`src/rtl/path_sequencer.sv`:
```
// Captures a completed plan from path_planner and hands its nodes, in order,
// to the motion controller one at a time over a valid/ack handshake.
module path_sequencer #(
  parameter int N_SLOTS   = 10,
  parameter int NODE_W    = 5,
  parameter int NODE_NONE = 27
) (
  input  logic                      clk,
  input  logic                      rst_n,
  input  logic                      plan_done,
  input  logic [N_SLOTS*NODE_W-1:0] final_path,
  input  logic                      node_ack,
  output logic [NODE_W-1:0]         node_out,
  output logic                      node_valid,
  output logic [3:0]                node_idx,
  output logic                      busy,
  output logic                      path_done,
  output logic                      path_empty,
  output logic                      overrun,
  output logic [2:0]                o_dbg_state
);

  // Handshake: node_out/node_idx are held stable while node_valid=1; a transfer
  // happens on a clock edge where node_valid=1 and node_ack=1. node_valid then
  // drops for at least one cycle before the next node is offered.

  typedef enum logic [2:0] {
    S_IDLE     = 3'd0,
    S_LOAD     = 3'd1,
    S_ISSUE    = 3'd2,
    S_WAIT_ACK = 3'd3,
    S_FINISH   = 3'd4
  } state_t;

  localparam logic [NODE_W-1:0] NONE     = NODE_W'(NODE_NONE);
  localparam logic [3:0]        LAST_IDX = 4'(N_SLOTS - 1);

  state_t            r_state;
  logic              r_done_q;
  logic              r_plan_edge;
  logic [NODE_W-1:0] r_path [N_SLOTS];
  logic [3:0]        r_idx;

  logic [NODE_W-1:0] w_cur_slot;
  logic              w_next_last;

  assign o_dbg_state = r_state;

  always_comb begin
    w_cur_slot  = NONE;
    w_next_last = 1'b1;
    if (r_idx <= LAST_IDX) w_cur_slot = r_path[r_idx];
    if (r_idx < LAST_IDX)  w_next_last = (r_path[r_idx + 4'd1] == NONE);
  end

  // done_q resets high: the planner holds done high out of reset and that
  // level must not look like a fresh plan.
  always_ff @(posedge clk or negedge rst_n) begin
    if (!rst_n) begin
      r_done_q    <= 1'b1;
      r_plan_edge <= 1'b0;
    end else begin
      r_done_q    <= plan_done;
      r_plan_edge <= plan_done & ~r_done_q;
    end
  end

  always_ff @(posedge clk or negedge rst_n) begin
    if (!rst_n) begin
      r_state    <= S_IDLE;
      r_idx      <= 4'd0;
      node_out   <= '0;
      node_valid <= 1'b0;
      node_idx   <= 4'd0;
      busy       <= 1'b0;
      path_done  <= 1'b0;
      path_empty <= 1'b0;
      overrun    <= 1'b0;
      for (int i = 0; i < N_SLOTS; i++) r_path[i] <= NONE;
    end else begin
      path_done <= 1'b0;
      // A plan arriving outside IDLE (FINISH included) is dropped, only flagged.
      if (r_plan_edge && (r_state != S_IDLE)) overrun <= 1'b1;

      case (r_state)
        S_IDLE: begin
          if (r_plan_edge) begin
            for (int i = 0; i < N_SLOTS; i++) r_path[i] <= final_path[NODE_W*i +: NODE_W];
            path_empty <= 1'b0;
            r_state    <= S_LOAD;
          end
        end

        S_LOAD: begin
          r_idx <= 4'd0;
          if (r_path[0] == NONE) begin
            path_empty <= 1'b1;
            path_done  <= 1'b1;
            busy       <= 1'b0;
            r_state    <= S_FINISH;
          end else begin
            busy    <= 1'b1;
            r_state <= S_ISSUE;
          end
        end

        S_ISSUE: begin
          node_out   <= w_cur_slot;
          node_idx   <= r_idx;
          node_valid <= 1'b1;
          r_state    <= S_WAIT_ACK;
        end

        S_WAIT_ACK: begin
          if (node_ack && node_valid) begin
            node_valid <= 1'b0;
            if (w_next_last) begin
              path_done <= 1'b1;
              busy      <= 1'b0;
              r_state   <= S_FINISH;
            end else begin
              r_idx   <= r_idx + 4'd1;
              r_state <= S_ISSUE;
            end
          end
        end

        S_FINISH: r_state <= S_IDLE;

        default: r_state <= S_IDLE;
      endcase
    end
  end

endmodule

```
`config.mk`:
```
export PLATFORM = sky130hd
export DESIGN_NAME = path_sequencer
export DESIGN_NICKNAME = d
export VERILOG_FILES = /design/src/rtl/path_sequencer.sv
export SDC_FILE = /design/constraint.sdc
export NUM_CORES = 1
export LEC_CHECK = 0
export ABC_AREA = 0
export CORE_MARGIN = 5
export CORE_UTILIZATION = 45
export CTS_BUF_LIST = sky130_fd_sc_hd__clkbuf_4 sky130_fd_sc_hd__clkbuf_8
export DETAILED_ROUTE_END_ITERATION = 8
export PLACE_DENSITY_LB_ADDON = 0.25
export SYNTH_ARGS = -nofsm -noshare
export SYNTH_HDL_FRONTEND = slang
export SYNTH_SLANG_ARGS = --single-unit
export TNS_END_PERCENT = 20
```
`constraint.sdc`:
```
create_clock -name clk -period 3.1 [get_ports clk]
set_input_delay 0.62 -clock clk [delete_from_list [all_inputs] [get_ports clk]]
set_output_delay 0.62 -clock clk [all_outputs]
set_load 0.02 [all_outputs]
```
==> impl_results.md, run 1 <==
* Max Cap Viol at 0
* Largest net degree at the start of global routing at 52
* First-pass GRT wire length at 12.9 mm
* Yosys warning count at 0
* Largest area contributor in the netlist: dfstp_2
* Fmax at 419 MHz
* Final ANT Viol Nets at 0
* I/O pins at 71
* Root Buffer: clkbuf_8
* WS Path Type: register to output pin
* Flop2flop setup slack at 0.85 ns
* Register-to-Register Path Depth at 8
* Max-slew headroom at 0.474
* Clk slew on worst S/H paths at 0.08 ns
* Die width at 101 um
* XOR/XNOR Fraction of Synth Area at 0
* Synth Area in Compound Gates at 0.0837
* H-tree levels at 3
* Synth Area in Adders at 0.0102
* Final core utilization at 0.586
* Final Cycle Share at 0.771
* RSZ-0062 raised after global routing: false
* Status: finished clean
* Setup Buffers After CTS at 0
* Initial core utilization at 0.456
* Unique masters post-synth at 53
* Reg-to-reg endpoint: r_idx[0]
* Yosys reg bits at 73
* Yosys top cell area share at 0.292
* DR WL/cell at 17.3 um
* CTS Buf Count at 9
* Avg Cell Area, Syn at 13.3 um2
* CP required at 2.48 ns
* Leakage at 1.94 nW
* Filler cell count at 691
* Drt drc at 0
* TNS Setup at 0 ns
* Max VDD drop at 0.000404 V
* CP top delay family: buffers and inverters
* PD cells at 959 nW/um2
* Setup Skew at 0.00676 ns
* Number of max-slew violations in the final report at 0
* Port Buffer Count at 70
* CTS resizes at 0
* DR vias/cell at 5.50
* Sequential area share after synthesis at 0.508
* Most used DFF post-synth: dfstp_2
* Most common cell in the netlist: mux2_2
* Post-synth EDFFs at 0
* Layout cells sized above 1 at 0.403
* Total track usage at 0.163
* Antenna Cells at 0
* Simple-gate share of the synthesized area at 0.110
* CP max stage cell: clkdlybuf4s50_1
* Syn-to-layout area delta at 28.5%
* Syn nets at 335
* Die area at 10100 um2
* Row count at 33
* Core area at 8090 um2
* Worst Setup End Kind: output pin
* Synthesized area at 3690 um2
* Vias in the first global route at 2550
* Layout Nets at 404
* Final WL at 7.90 mm
* CTS tree: yes
* Final setup violation count at 0
* Crit path buffers/inverters at 1
* Crit path time final at 2.39 ns
* Clock tree sinks at 73
* Synth cell count leaders: mux2_2, dfstp_2, dfrtp_1
* Initial antenna violation count at 0
* DP HPWL at 5.82 mm
* Worst-Margin Slew at 0.790 ns
* Insertion delay to the later sink of the worst-skew pair at 0.35 ns
* Gpl congestion at 0.795
* Fraction of registers with async set or reset after synthesis at 1.00
* Initial DRC count at 100
* Hold Path Class: input port to async pin
* Critical Path Source Type: register
* Clock Tree Buf Depth at 2
* Synth top area cells: dfstp_2, dfrtp_1, mux2_2
* Post-CTS Hold Fix Bufs at 0
* Die Ht at 101 um
* Crit path DAT at 1.77 ns
* Final Hold Viols at 0
* Worst-path cell chain: clkdlybuf4s50_1
* Worst R2R Start: r_idx[1]
* Worst Path Max Fanout at 20
* Pre-antenna DRT Iters at 4
* Routed via count at 2512
* Combinational family with the most area after synthesis: multiplexers
* Post-Synthesis Cells at 278
* Grt total ovfl at 0
* CP max stage delay at 0.72 ns
* Multiplexer area fraction after synthesis at 0.255
## state kept, by name (all words and copies together), names as in the netlist, 3 cells and up
signal,count
node_out,5
r_idx,4
o_dbg_state,3
node_idx,4
r_path,50
## final cells by class
cell class                      instances  area, um2  share of cell area
Sequential cell                        73       1880               0.396
Tap cell                              105        131              0.0277
Clock inverter                          5        103              0.0216
Multi-Input combinational cell        180       1700               0.357
Inverter                                7       26.3             0.00554
Clock buffer                           11        145              0.0306
Timing Repair Buffer                   76        766               0.161
## layout by cell type (no fill, tap or decap), types with 4 or more instances in the layout
cell / synthesis / final
dfrtp_1: 32 / 32
nor2_1: 12 / 12
buf_4: 0 / 4
dfstp_2: 41 / 41
mux4_2: 8 / 8
o221a_2: 4 / 4
mux2_2: 54 / 54
nand3b_1: 4 / 4
o21ai_0: 5 / 5
nand3_1: 6 / 6
clkbuf_8: 0 / 10
inv_1: 6 / 6
clkdlybuf4s50_1: 0 / 69
nand2_1: 17 / 17
mux2i_1: 10 / 10
a21oi_1: 6 / 6
## cells by family (layout without fill, tap and decap cells)
kind of cell / count (synthesis) / in the layout
mux: 74 / 74
fa+ha+maj: 3 / 3
simple gates: 66 / 66
buf+inv: 25 / 99
compound gates: 37 / 37
flops: 73 / 73
## routing by layer
metal / share of wire / up-vias / GRT usage
met1: 0.46 / 1263 / 0.222
met4: 0.0048 / 0 / 0.0497
met3: 0.049 / 2 / 0.0408
li1: - / 1182 / -
met5: 0 / - / 0
met2: 0.48 / 65 / 0.257
## report_power, final
group | switching (mW) | total (mW) | leakage [nW] | internal, mW
Combinational | 0.758 | 1.73 | 1.00 | 0.969
Sequential | 0.384 | 1.91 | 0.821 | 1.53
Clock | 0.345 | 0.909 | 0.123 | 0.564
Total | 1.49 | 4.55 | 1.94 | 3.06
## per-stage QoR
step / setup slack [ns] / power [mW] / cells / cell area, um2 / hold WS, ns
floorplan: 0.875 / 3.09 / 278 / 3690 / 0.324
global placement: 0.934 / 3.62 / 441 / 4500 / 0.465
detailed placement: 0.867 / 3.67 / 441 / 4500 / 0.481
CTS: 0.702 / 4.60 / 457 / 4740 / 0.362
global route: 0.628 / 4.82 / 457 / 4740 / 0.403
finish: 0.711 / 4.55 / 457 / 4740 / 0.360
## worst max path at each step
| stage | start | cells after the start | end |
|---|---|---|---|
| after detailed placement | r_idx[1] | 8 | r_idx[0] |
| after global placement | r_idx[1] | 8 | r_idx[0] |
| after floorplan | r_idx[1] | 8 | r_idx[2] |
| after global routing | o_dbg_state[1] | 1 | o_dbg_state[1] |
| after CTS | o_dbg_state[1] | 1 | o_dbg_state[1] |
| final | o_dbg_state[1] | 1 | o_dbg_state[1] |
Power figures use the tool's default switching activity.
==> run 2: changes to the inputs <==
Clock period 3.1 ns to 2.1 ns, I/O delays scaled along.
==> run 2 against run 1 <==
Effect of this change: critical path depth rose by 5; worst setup slack worse by 0.65 ns; clock skew up 0.0040 ns; via count increased by 2.3%; power is 47% higher.
==> impl_results.md, run 2 (synthesis results as in run 1) <==
* WS Path Type: register to register
* Final Cycle Share at 0.969
* DR vias/cell at 5.53 (+0.59%)
* Syn-to-layout area delta at 29.6%
* Total track usage at 0.169 (+0.00602)
* Row count at 33 (unchanged)
* Total Power at 6.69 mW (+47%)
* Worst Setup End Kind: register
* Worst-Margin Slew at 0.488 ns (-0.302 ns)
* Final Hold Viols at 0 (unchanged)
* Fin cells at 465 (+1.8%)
* Biggest regs: r_path x50, node_out x5
* Final WL at 8.15 mm (+3.2%)
* Met2 wire len at 4.03 mm (+5.8%)
* I/O pins at 71 (unchanged)
* Most frequent cells in the layout: clkdlybuf4s50_1, mux2_2, dfstp_2, dfrtp_1, nand2_1
* Critical Path Source Type: register
* Clock Tree Buf Depth at 2 (unchanged)
* Gpl congestion at 0.857 (+7.7%)
* Max VDD drop at 0.000569 V (+41%)
* Clock tree sinks at 73 (unchanged)
* Final core utilization at 0.591 (+0.00510)
* Placed instance area at 4570 um2 (+1.6%)
* Core area at 8090 um2 (unchanged)
* Final Cell Area at 4790 um2 (+0.87%)
* TNS Setup at 0 ns (unchanged)
* CTS Buf Count at 9 (unchanged)
* Layout Nets at 412 (+2.0%)
* Die width at 101 um (unchanged)
* Drt drc at 0 (unchanged)
* Setup Skew at 0.0108 ns (+0.00400 ns)
* Initial DRC count at 112 (+12%)
* Leakage at 1.95 nW (+0.46%)
* Setup Buffers After CTS at 0 (unchanged)
* First-pass GRT wire length at 13.3 mm (+2.8%)
* DP HPWL at 5.91 mm (+1.4%)
* Antenna Cells at 0 (unchanged)
* Number of max-slew violations in the final report at 0 (unchanged)
* Most common cell after layout, fill and taps aside: clkdlybuf4s50_1
* Max Cap Viol at 0 (unchanged)
* Die Ht at 101 um (unchanged)
* Max FFs per register at 50 (unchanged)
* Top Layer Used: met4
* Final ANT Viol Nets at 0 (unchanged)
* Final setup violation count at 0 (unchanged)
* Routed via count at 2571 (+2.3%)
* H-tree levels at 3 (unchanged)
* Insertion delay to the later sink of the worst-skew pair at 0.35 ns (about the same)
* CP required at 2.33 ns (-0.15 ns)
* DP Cell Count at 449 (+1.8%)
* Hold Path Class: input port to async pin
* Initial core utilization at 0.456 (unchanged)
* Reg with most FFs: r_path
* Root Buffer: clkbuf_8
* Vias in the first global route at 2653 (+4.0%)
* CTS tree: yes
* Fmax at 491 MHz
* Pre-antenna DRT Iters at 4 (unchanged)
* Clk slew on worst S/H paths at 0.08 ns (about the same)
* Status: finished clean
* Port Buffer Count at 70 (unchanged)
* Die area at 10100 um2 (unchanged)
* Met3 routed WL at 412 um (+7.0%)
* Largest net degree at the start of global routing at 74 (+42%)
* Grt total ovfl at 0 (unchanged)
* Layout cells sized above 1 at 0.433 (+0.0299)
* Worst Path Max Fanout at 6 (-70%)
* DR WL/cell at 17.5 um (+1.4%)
* Crit path time final at 2.04 ns
* Post-CTS Hold Fix Bufs at 0 (unchanged)
* PD cells at 1400 nW/um2 (+46%)
* Initial antenna violation count at 0 (unchanged)
* Crit path DAT at 2.27 ns (+0.50 ns)
* Max-slew headroom at 0.672 (+0.198)
* Post-Route M1 WL at 3.60 mm (-1.8%)
==> run 2: cell types whose count changed in the layout (fill, tap and decap cells not counted), moves of 2 or more <==
| cell | previous run | this run |
|---|---|---|
| o221ai_1 | 3 | 1 |
| ha_1 | 3 | 1 |
| bufinv_16 | 3 | 1 |
| o221ai_2 | 1 | 3 |
| dfrtp_1 | 32 | 30 |
| buf_4 | 4 | 12 |
| dfrtp_2 | 0 | 2 |
==> run 2: timing repair <==
action                                 4_1_cts  5_1_grt
endpoints found under the hold margin        0        0
setup endpoints to repair                    3        7
pin swaps                                    0        1
gates resized for setup                      1        4
==> run 2: layout make-up <==
| class | instances | area, um2 |
|---|---|---|
| Clock inverter | 6 | 67.6 |
| Inverter | 7 | 26.3 |
| Fill cell | 696 | 3310 |
| Sequential cell | 73 | 1880 |
| Multi-Input combinational cell | 180 | 1720 |
| Timing Repair Buffer | 84 | 826 |
| Tap cell | 105 | 131 |
| Clock buffer | 10 | 131 |
==> run 2: critical path, cell delays in order (launching register included) <==
cell and delay, ns:
dfstp_2 0.54, or4bb_1 0.50, o221ai_2 0.21, o221ai_2 0.13, nand4_2 0.19, nor4_1 0.07, a211o_1 0.28
==> run 2: where the power goes <==
part           internal (mW)  switching [mW]
registers               2.26           0.534
logic                   1.57            1.24
clock network          0.565           0.521
total                   4.40            2.29
==> run 2: per-stage QoR <==
step / hold slack (ns) / setup WS (ns)
final: 0.0949 / 0.0642
after global routing: 0.103 / -0.0198
after CTS: 0.0856 / 0.0407
after detailed placement: 0.474 / 0.00772
after global placement: 0.462 / 0.0871
after floorplan: 0.124 / 0.00759
==> run 2: routing by layer <==
metal,GRT usage,up-vias
met5,0,-
met4,0.0622,0
met3,0.0533,8
met2,0.261,59
met1,0.224,1303
li1,-,1201
==> run 2: final timing paths <==
kind,from,end,slack (ns),cells after the start
setup / recovery,r_path[11],r_idx[0],0.06,6
hold / removal,rst_n,r_path[27],0.09,2
setup reg to reg,r_path[11],r_idx[0],0.06,6
hold reg to reg,overrun,overrun,0.48,1
max in group asynchronous,rst_n,r_path[35],1.67,2
min in group clk,overrun,overrun,0.48,1
==> run 3: changes to the inputs <==
Settings changed: CELL_PAD_IN_SITES_DETAIL_PLACEMENT set to 0, CELL_PAD_IN_SITES_GLOBAL_PLACEMENT set to 1, CORE_UTILIZATION 45 to 39.
==> run 3 against run 2 <==
Effect of this change: clock skew up 0.0036 ns; clock power grew 13%; flip-flop and latch count unchanged; worst setup slack improved by 0.014 ns; die area increased by 14%; power grew 2.4%; worst hold slack worse by 0.0039 ns; critical path type unchanged; sequential power shrank 1%; routed wire length fell by 0.15%; non-clock buffer count fell by 1; first-iteration DRC count is 4.5% lower; global-route usage fell by 1.9 points.
==> impl_results.md, run 3 (synthesis results as in run 1) <==
* Fmax at 495 MHz (+0.70%)
* Core area at 9240 um2 (+14%)
* Initial DRC count at 107 (-4.5%)
* Pint at 4.57 mW (+3.9%)
* Worst Path Max Fanout at 6 (unchanged)
* I/O pins at 71 (unchanged)
* Gpl congestion at 0.807 (-5.9%)
* Pre-CTS setup slack at 0.0790 ns (+0.0712 ns)
* Die area at 11500 um2 (+14%)
* Worst-Margin Slew at 0.490 ns (+0.00267 ns)
* Most frequent cells in the layout: clkdlybuf4s50_1, mux2_2, dfstp_2, dfrtp_1, nand2_1
* Max Cap Viol at 0 (unchanged)
* DP HPWL at 5.90 mm (-0.14%)
* Most common cell after layout, fill and taps aside: clkdlybuf4s50_1
* Final worst slack at 0.0784 ns (+0.0142 ns)
* WS Path Type: register to register
* Reg with most FFs: r_path
* PD cells at 1410 nW/um2 (+1.0%)
* Root Buffer: clkbuf_8
* Final Cycle Share at 0.963 (-0.00678)
* Critical Path Source Type: register
* Post-CTS Hold Fix Bufs at 0 (unchanged)
* CP required at 2.33 ns (about the same)
* Clock share of power at 0.180 (+0.018)
* Clk slew on worst S/H paths at 0.08 ns (about the same)
* Port Buffer Count at 70 (unchanged)
* Biggest regs: r_path x50, node_out x5
* Routed via count at 2523 (-1.9%)
* First-pass GRT wire length at 13.5 mm (+1.6%)
* Number of max-slew violations in the final report at 0 (unchanged)
* CP max stage delay at 0.51 ns (-0.03 ns)
* Largest net degree at the start of global routing at 74 (unchanged)
* Pre-antenna DRT Iters at 5 (+1)
* Final WL at 8.14 mm (-0.15%)
* CTS tree: yes
* Grt total ovfl at 0 (unchanged)
* Clock Tree Buf Depth at 2 (unchanged)
* Max-slew headroom at 0.670 (-0.00180)
* Layout cells sized above 1 at 0.432 (-0.00158)
* Insertion delay to the later sink of the worst-skew pair at 0.34 ns (about the same)
* Initial core utilization at 0.400 (-0.0567)
* Drt drc at 0 (unchanged)
* Worst-path cell chain: buf_4 -> or4bb_1 -> o221ai_2 -> o221ai_2 -> nand4_4 -> nor4_1 -> a211o_1
* Row count at 35 (+6.1%)
* Antenna Cells at 0 (unchanged)
* Leakage at 1.97 nW (+1.1%)
* Crit path time final at 2.02 ns (-0.0142 ns)
* Crit path DAT at 2.25 ns (-0.02 ns)
* Die width at 107 um (+6.7%)
* Worst Setup End Kind: register
* Max VDD drop at 0.000513 V (-10%)
* Final setup violation count at 0 (unchanged)
* Max FFs per register at 50 (unchanged)
* Power share of the combinational group at 0.417 (-0.003)
* Setup Skew at 0.0144 ns (+0.00360 ns)
* Layout Nets at 411 (-0.24%)
* Syn-to-layout area delta at 31.4%
* CTS Buf Count at 9 (unchanged)
* DR vias/cell at 5.17 (-6.5%)
* Die Ht at 107 um (+6.7%)
* Crit path top cell by count: o221ai_2
* Final Hold Viols at 0 (unchanged)
* H-tree levels at 3 (unchanged)
* Switching Fraction at 0.333 (-0.00964)
* Status: finished clean
* NetSw at 2.28 mW (-0.46%)
* Setup Buffers After CTS at 0 (unchanged)
* Reg power frac at 0.402 (-0.016)
* Vias in the first global route at 2575 (-2.9%)
* Clock tree sinks at 73 (unchanged)
* Total track usage at 0.150 (-0.0193)
* DR WL/cell at 16.7 um (-4.9%)
* Final ANT Viol Nets at 0 (unchanged)
* Hold Path Class: input port to async pin
* CP max stage cell: or4bb_1
* Fin cells at 488 (+4.9%)
* Initial antenna violation count at 0 (unchanged)
* DP Cell Count at 472 (+5.1%)
[run 3: cell types whose count changed in the layout (fill, tap and decap cells not counted), sizes merged]
cell,delta
clkbuf,+2
inv,-1
buf,-1
clkinvlp,-2
bufinv,+1
[run 3: critical path, delay by kind of cell (launching register included)]
| kind | cells | cell delay [ns] |
|---|---|---|
| AO/OA/AOI/OAI | 3 | 0.62 |
| AND/OR/NAND/NOR | 3 | 0.71 |
| buffers and inverters | 1 | 0.17 |
| flip-flops | 1 | 0.42 |
[run 3: cell type report]
type | instances | area (um2)
timing repair buffer | 83 | 831
sequential | 73 | 1880
tap | 129 | 161
inverter | 7 | 26.3
fill | 810 | 4390
multi-input combinational | 180 | 1730
clock inverter | 4 | 77.6
clock buffer | 12 | 146
[run 3: metrics by stage]
stage / power [mW] / TNS [ns] / utilization / cell area (um2) / hold slack [ns]
after floorplan: 4.60 / 0 / - / 3710 / 0.124
after global placement: 5.54 / 0 / 0.498 / 4600 / 0.473
after detailed placement: 5.61 / 0 / 0.498 / 4600 / 0.471
after CTS: 6.86 / 0 / 0.523 / 4830 / 0.0975
after global routing: 7.32 / -0.00637 / 0.525 / 4850 / 0.108
final: 6.85 / 0 / 0.525 / 4850 / 0.0910
[run 3: path summary, 6_finish.rpt]
check	from	to	slack [ns]	depth (start not counted)
max	r_idx[0]	r_idx[0]	0.08	7
min	rst_n	r_path[2]	0.09	2
max reg2reg	r_idx[0]	r_idx[0]	0.08	7
min reg2reg	r_done_q	r_plan_edge	0.48	1
max in group asynchronous	rst_n	r_path[49]	1.66	2
min in group clk	r_done_q	r_plan_edge	0.48	1
[run 3: what timing repair did]
action | in CTS | in global routing
gates resized for setup | 0 | 6
setup endpoints to repair | 0 | 7
hold endpoints to repair | 0 | 0
[run 3: layer usage]
metal / GRT usage / part of all wire / up-vias / wire length, um
met5: 0 / 0 / - / 0
met4: 0.0393 / 0.013 / 0 / 104
met3: 0.0420 / 0.050 / 10 / 410
met2: 0.218 / 0.46 / 57 / 3700
met1: 0.219 / 0.48 / 1254 / 3920
li1: - / - / 1202 / -
[run 3: power groups by stage]
stage / sequential, mW / clock (mW) / combinational [mW]
6_report: 2.76 / 1.23 / 2.86
2_1_floorplan: 2.72 / 0 / 1.88
3_5_place_dp: 2.80 / 0 / 2.81
4_1_cts: 2.77 / 1.27 / 2.82
5_1_grt: 2.87 / 1.34 / 3.12
3_3_place_gp: 2.77 / 0 / 2.78
